`src/rtl/hs_amm_master.sv`:
```
// hs_amm_master: handshake responder that runs one Avalon-MM read or write per request.
// Define HS_AMM_TIMEOUT_EN to enable the CMD/RDATA watchdog and the stale read-beat filter.
module hs_amm_master #(
  parameter int ADDR_W         = 32,
  parameter int DATA_W         = 32,
  parameter int TIMEOUT_CYCLES = 1024
) (
  input  logic                clk_i,
  input  logic                rst_i,
  input  logic                req_i,
  output logic                ack_o,
  input  logic                cmd_write_i,
  input  logic [ADDR_W-1:0]   cmd_address_i,
  input  logic [DATA_W-1:0]   cmd_writedata_i,
  input  logic [DATA_W/8-1:0] cmd_byteenable_i,
  output logic [DATA_W-1:0]   rsp_readdata_o,
  output logic                rsp_error_o,
  output logic [ADDR_W-1:0]   amm_address_o,
  output logic                amm_read_o,
  output logic                amm_write_o,
  output logic [DATA_W-1:0]   amm_writedata_o,
  output logic [DATA_W/8-1:0] amm_byteenable_o,
  input  logic                amm_waitrequest_i,
  input  logic [DATA_W-1:0]   amm_readdata_i,
  input  logic                amm_readdatavalid_i
);
  typedef enum logic [1:0] {IDLE, CMD, RDATA, DONE} state_t;
  if (TIMEOUT_CYCLES < 2 || DATA_W % 8 != 0) begin : g_bad_cfg
    $error("hs_amm_master: invalid TIMEOUT_CYCLES or DATA_W");
  end
  state_t state_q, state_d;
  logic write_q, write_d;
  logic [ADDR_W-1:0] addr_q, addr_d;
  logic [DATA_W-1:0] wdata_q, wdata_d, rdata_q, rdata_d;
  logic [DATA_W/8-1:0] be_q, be_d;
  logic rdv;
`ifdef HS_AMM_TIMEOUT_EN
  localparam int CNT_W = $clog2(TIMEOUT_CYCLES);
  logic [CNT_W-1:0] cnt_q, cnt_d;
  logic stale_q, stale_d, err_q, err_d, tmo;
  // a beat belonging to a timed-out read must never complete a later read
  assign rdv = amm_readdatavalid_i & ~stale_q;
`else
  assign rdv = amm_readdatavalid_i;
`endif
  always_ff @(posedge clk_i or posedge rst_i) begin
    if (rst_i) begin
      state_q <= IDLE;
      write_q <= 1'b0;
      addr_q  <= '0;
      wdata_q <= '0;
      be_q    <= '0;
      rdata_q <= '0;
`ifdef HS_AMM_TIMEOUT_EN
      cnt_q   <= '0;
      stale_q <= 1'b0;
      err_q   <= 1'b0;
`endif
    end else begin
      state_q <= state_d;
      write_q <= write_d;
      addr_q  <= addr_d;
      wdata_q <= wdata_d;
      be_q    <= be_d;
      rdata_q <= rdata_d;
`ifdef HS_AMM_TIMEOUT_EN
      cnt_q   <= cnt_d;
      stale_q <= stale_d;
      err_q   <= err_d;
`endif
    end
  end
  always_comb begin
    state_d = state_q;
    write_d = write_q;
    addr_d  = addr_q;
    wdata_d = wdata_q;
    be_d    = be_q;
    rdata_d = rdata_q;
`ifdef HS_AMM_TIMEOUT_EN
    stale_d = stale_q & ~amm_readdatavalid_i;
    err_d   = err_q;
    tmo     = (state_q == CMD || state_q == RDATA) && cnt_q == CNT_W'(TIMEOUT_CYCLES - 1);
`endif
    case (state_q)
      IDLE: if (req_i) begin
        state_d = CMD;
        write_d = cmd_write_i;
        addr_d  = cmd_address_i;
        wdata_d = cmd_writedata_i;
        be_d    = cmd_byteenable_i;
`ifdef HS_AMM_TIMEOUT_EN
        err_d   = 1'b0;
`endif
      end
      CMD:     state_d = amm_waitrequest_i ? CMD : write_q ? DONE : RDATA;
      RDATA: if (rdv) begin
        state_d = DONE;
        rdata_d = amm_readdata_i;
      end
      default: state_d = IDLE;
    endcase
`ifdef HS_AMM_TIMEOUT_EN
    // data arriving on the timeout cycle still wins
    if (tmo && !(state_q == RDATA && rdv)) begin
      state_d = DONE;
      err_d   = 1'b1;
      if (!write_q) begin
        rdata_d = '0;
        stale_d = 1'b1;
      end
    end
    cnt_d = (state_d == state_q && (state_q == CMD || state_q == RDATA)) ? cnt_q + 1'b1 : '0;
`endif
  end
  always_comb begin
    ack_o            = state_q == DONE;
    amm_read_o       = state_q == CMD && !write_q;
    amm_write_o      = state_q == CMD && write_q;
    amm_address_o    = state_q == CMD ? addr_q : '0;
    amm_writedata_o  = state_q == CMD ? wdata_q : '0;
    amm_byteenable_o = state_q == CMD ? be_q : '0;
    rsp_readdata_o   = rdata_q;
`ifdef HS_AMM_TIMEOUT_EN
    rsp_error_o      = err_q;
`else
    rsp_error_o      = 1'b0;
`endif
  end
endmodule
```
`config.mk`:
```
export PLATFORM = sky130hd
export DESIGN_NAME = hs_amm_master
export DESIGN_NICKNAME = d
export VERILOG_FILES = /design/src/rtl/hs_amm_master.sv
export SDC_FILE = /design/constraint.sdc
export NUM_CORES = 1
export LEC_CHECK = 0
export BUFFER_PORTS_ARGS = -buffer_cell sky130_fd_sc_hd__buf_2
export CORE_MARGIN = 4
export CORE_UTILIZATION = 30
export CTS_CLUSTER_DIAMETER = 60
export DETAILED_ROUTE_END_ITERATION = 16
export GPL_TIMING_DRIVEN = 0
export PLACE_DENSITY_LB_ADDON = 0.25
export SYNTH_ARGS = -nofsm -noshare
export SYNTH_HDL_FRONTEND = slang
export SYNTH_SLANG_ARGS = --single-unit
```
`constraint.sdc`:
```
create_clock -name clk_i -period 3.1 [get_ports clk_i]
set_input_delay 0.155 -clock clk_i [delete_from_list [all_inputs] [get_ports clk_i]]
set_output_delay 0.155 -clock clk_i [all_outputs]
set_load 0.03 [all_outputs]
```
Word level (Yosys, flattened, before mapping). Cells that the tools add are included.

Register bits after elaboration: 103. Bits of input ports: 106. Output and inout port bits: 104. Word-level logic and storage cells: 26.

Eq/ne operators: 5. Multiplexer cells: 8. Reductions and logical operators: 7.

Operator list (number): 32-bit two-way mux (2); 2-bit two-way mux (3); 2-bit case mux with 3 select lines (1); 2-bit AND reduction (3); 2-bit == test, second input constant (2); 4-bit two-way mux (1); 2-bit != test, second input constant (2); 2-bit by 1-bit == test with 1-bit output, second input constant (1); 1-bit logical AND (2); 2-bit zero test (1); 1-bit zero test (1); 1-bit two-way mux (1).

Longest topological paths before layout.
Depth in word-level cells: 3. Gate-level depth with buffers: 5. Mapped depth without buffers: 2.

Worst setup path after synthesis. No wires, ideal clock.

Path kind: reg2out. Start: reg state_q[1]. End: out amm_byteenable_o[0]. Data arrival time: 1.438 ns. Required time: 2.945 ns. Setup slack: 1.507 ns. Stages on the path, launching flop included: 6. Buffers on the path: 3. Cells stage by stage: dfrtp_1 > buf_2 > and2b_1 > clkbuf_2 > clkbuf_1 > and2_1.

Longest elaborated chain between the ends: 2.

Ends and longest elaborated chain: start: declaration (RTL line 31) `state_t state_q, state_d;`; start signal: assignment (RTL line 60) `state_q <= state_d;`; 2-bit by 1-bit == test with 1-bit output (RTL line 122) `amm_byteenable_o = state_q == CMD ? be_q : '0;`; 4-bit two-way mux (RTL line 122); end: declaration (RTL line 22) `output logic [DATA_W/8-1:0] amm_byteenable_o,`.

No other way between the ends.

Worst setup path in the final report.
Start: reg state_q[1]. End: out amm_byteenable_o[1].

Same word-level chain as after synthesis.

==> out/qor.yml <==
clocking:
  cts_buffers: 9
  clk-insertion-delay-late_ns: 0.34
  clkSlewWorstSetupHoldPaths_ns: 0.07
  ctsLongestPathBuffers: 2
  cts_root_buf: "clkbuf_16"
  cts_tree: "built"
  cts_sinks: 103
  htreeDepth: 3
  post_cts_buffers: 0
grt:
  grt_overflow: 0
  antenna_found_initial: 0
  grt_pass1_wl_mm: 17.25
  first_global_vias: 3424
  track_usage: 0.1336
  grt_max_degree: 55
die:
  die-height_um: 128.2
  die-area_mm2: 0.01643
  start_util: 0.3098
  core_mm2: 0.01399
  die_w_um: 128.2
  rows: 43
  ios: 210
timing:
  fmax_mhz: 380.7
  clock_skew_ns: 0.005478
  setup_viol: 0
  setup_ws_ns: 0.4732
  worst_slew_pin_slew_ns: 0.6545
  period_share: 0.8474
  setup_tns_ns: 0
  period_needed_ns: 2.627
  hold_viol: 0
  rsz0062_at_grt: "false"
  drv_slew: 0
  max-slew-margin-rel: 0.5637
synth:
  ys_ff_latch: 103
  syn_nets: 411
  yosys_warnings: 0
  synth_edf_count: 0
  synth_area_per_cell_um2: 14.21
  seq_area_frac_synth: 0.5947
  synth-main-ff-cell: "dfrtp_1"
  synthCells: 305
  yosysTopAreaCell: "dfrtp_1"
  syn_area_mm2: 0.004334
  ys_types: 19
  yosys.area.top_type_share: 0.5947
  synth_area_leaders: "dfrtp_1, mux2_2, and2_1, mux2_1, buf_2"
  async_reset_ff_frac: 1.000
finish:
  final_area_mm2: 0.005932
  layout_commonest_cell: "buf_2"
  antenna_cells: 0
  ff_latch_area_mm2: 0.002577
  fin_util: 0.4241
  fill_cells: 1355
  layout_common_cells: "buf_2, dfrtp_1, mux2_2, and2_1, mux2_1"
  finalNetCount: 632
  multi_input_area_mm2: 0.001654
  synthToLayoutAreaGrowth_pct: 36.86
  drive_gt1_frac: 0.6196
detailed_routing:
  vias_per_cell: 4.354
  vias: 3096
  drc: 0
  routed_wl_mm: 10.71
  drtPass1Iterations: 2
  drtAntennaViolNets: 0
  wl_per_cell_um: 15.06
  drt_iter0_markers: 56
pwr:
  power_frac_comb: 0.501
  finalPower_mw: 6.936
  p_int_mw: 4.028
  p_leak_nw: 2.987
  pwr-share-seq: 0.337
  vdd_ir_drop_max_uv: 549.7
  p_sw_mw: 2.908
  p_per_area_mw_per_mm2: 1169
  clkPwrFrac: 0.162
  switching_share: 0.4192
setup_path:
  critPathTopFamily: "buffers and inverters"
  slowest_delay_ns: 0.48
  worstPathMaxFanout: 10
  crit_buf_inv: 4
  crit_required_ns: 2.94
  cp.arrival_ns: 2.47
  path_cells: "buf_2, and2b_1, clkbuf_2, clkbuf_1, and2_1, buf_2"
  crit_type: "register to primary output"
  cp-start-kind: "register"
  cp_slowest_cell: "clkbuf_1"
  worstSetupEndpointType: "primary output"
  crit_top_cell: "buf_2"
place:
  place_ws_ns: 0.6833
  place_area_mm2: 0.005630
  place_congestion: 0.7437
  dp_hpwl_mm: 8.277
  port_buffers: 208
outcome:
  status: "complete, no violations"
job:
  max_cap_violations: 0
min_path:
  hp-class: "input port to register"
[Yosys cell counts, drive strengths merged, types with 2 or more instances]
library cell / number
buf: 12
clkbuf: 7
mux2: 101
and2: 70
nor2: 2
nand2b: 2
dfrtp: 103
[state kept, by name (all words and copies together) (netlist names)]
| signal | cells |
|---|---|
| be_q | 4 |
| rsp_readdata_o | 32 |
| wdata_q | 32 |
| write_q | 1 |
| state_q | 2 |
| addr_q | 32 |
[repair_timing]
action                    in CTS  in global routing
hold endpoints to repair      49                  0
resized for setup              0                  0
hold buffers                   1                  0
[worst register-to-register path, cell delays in order (launching register included)]
cell and delay (ns):
dfrtp_1 0.36, buf_2 0.16, nor3b_4 0.35, buf_4 0.27, buf_6 0.18, mux2_1 0.34
[layer usage]
metal / vias to the layer above / global-route usage / share of wire
met5: - / 0 / 0
met4: 0 / 0.05680 / 0.019
met3: 17 / 0.05292 / 0.11
met2: 134 / 0.2108 / 0.47
met1: 1483 / 0.1621 / 0.41
li1: 1462 / - / -
[final timing paths]
kind / depth (start not counted) / to / from / slack, ns
setup / recovery: 6 / amm_byteenable_o[1] / state_q[1]$_DFFE_PP0P_ / 0.47
hold / removal: 2 / wdata_q[5]$_DFFE_PP0P_ / cmd_writedata_i[5] / 0.03
setup reg to reg: 5 / wdata_q[7]$_DFFE_PP0P_ / state_q[1]$_DFFE_PP0P_ / 1.33
hold reg to reg: 1 / wdata_q[4]$_DFFE_PP0P_ / wdata_q[4]$_DFFE_PP0P_ / 0.48
max in group asynchronous: 4 / wdata_q[15]$_DFFE_PP0P_ / rst_i / 1.96
min in group asynchronous: 3 / rsp_readdata_o[11]$_DFFE_PP0P_ / rst_i / 0.46
[per-stage QoR]
step | hold WS [ns] | cells
final | 0.02574 | 711
after detailed placement | 0.2968 | 694
after global routing | 0.02137 | 711
after floorplan | 0.2636 | 305
after global placement | 0.3686 | 693
after CTS | 0.01149 | 711
[cell type report]
class / count / share of cell area
sequential: 103 / 0.4345
inverter: 1 / 0.001055
clock inverter: 4 / 0.007593
clock buffer: 12 / 0.04155
timing repair buffer: 210 / 0.1818
multi-input combinational: 182 / 0.2788
tap: 180 / 0.03797
buffer: 19 / 0.01666
[power by group through the flow]
stage               clock, mW  combinational [mW]  sequential (mW)
floorplan                   0                2.13             2.72
global placement            0                3.50             2.33
detailed placement          0                3.55             2.36
CTS                      1.16                3.56             2.35
global route             1.22                3.75             2.43
finish                   1.12                3.48             2.34
[kinds of logic (layout without fill, tap and decap cells)]
family	count (synthesis)	count (layout)	synth area share
DFF	103	103	0.5947
muxes	102	102	0.2647
and+or+nand+nor	77	77	0.1135
buffers and inverters	20	246	0.02367
AOI/OAI and AO/OA	2	2	0.002598
other	1	1	0.0008652
Power figures use the tool's default switching activity.
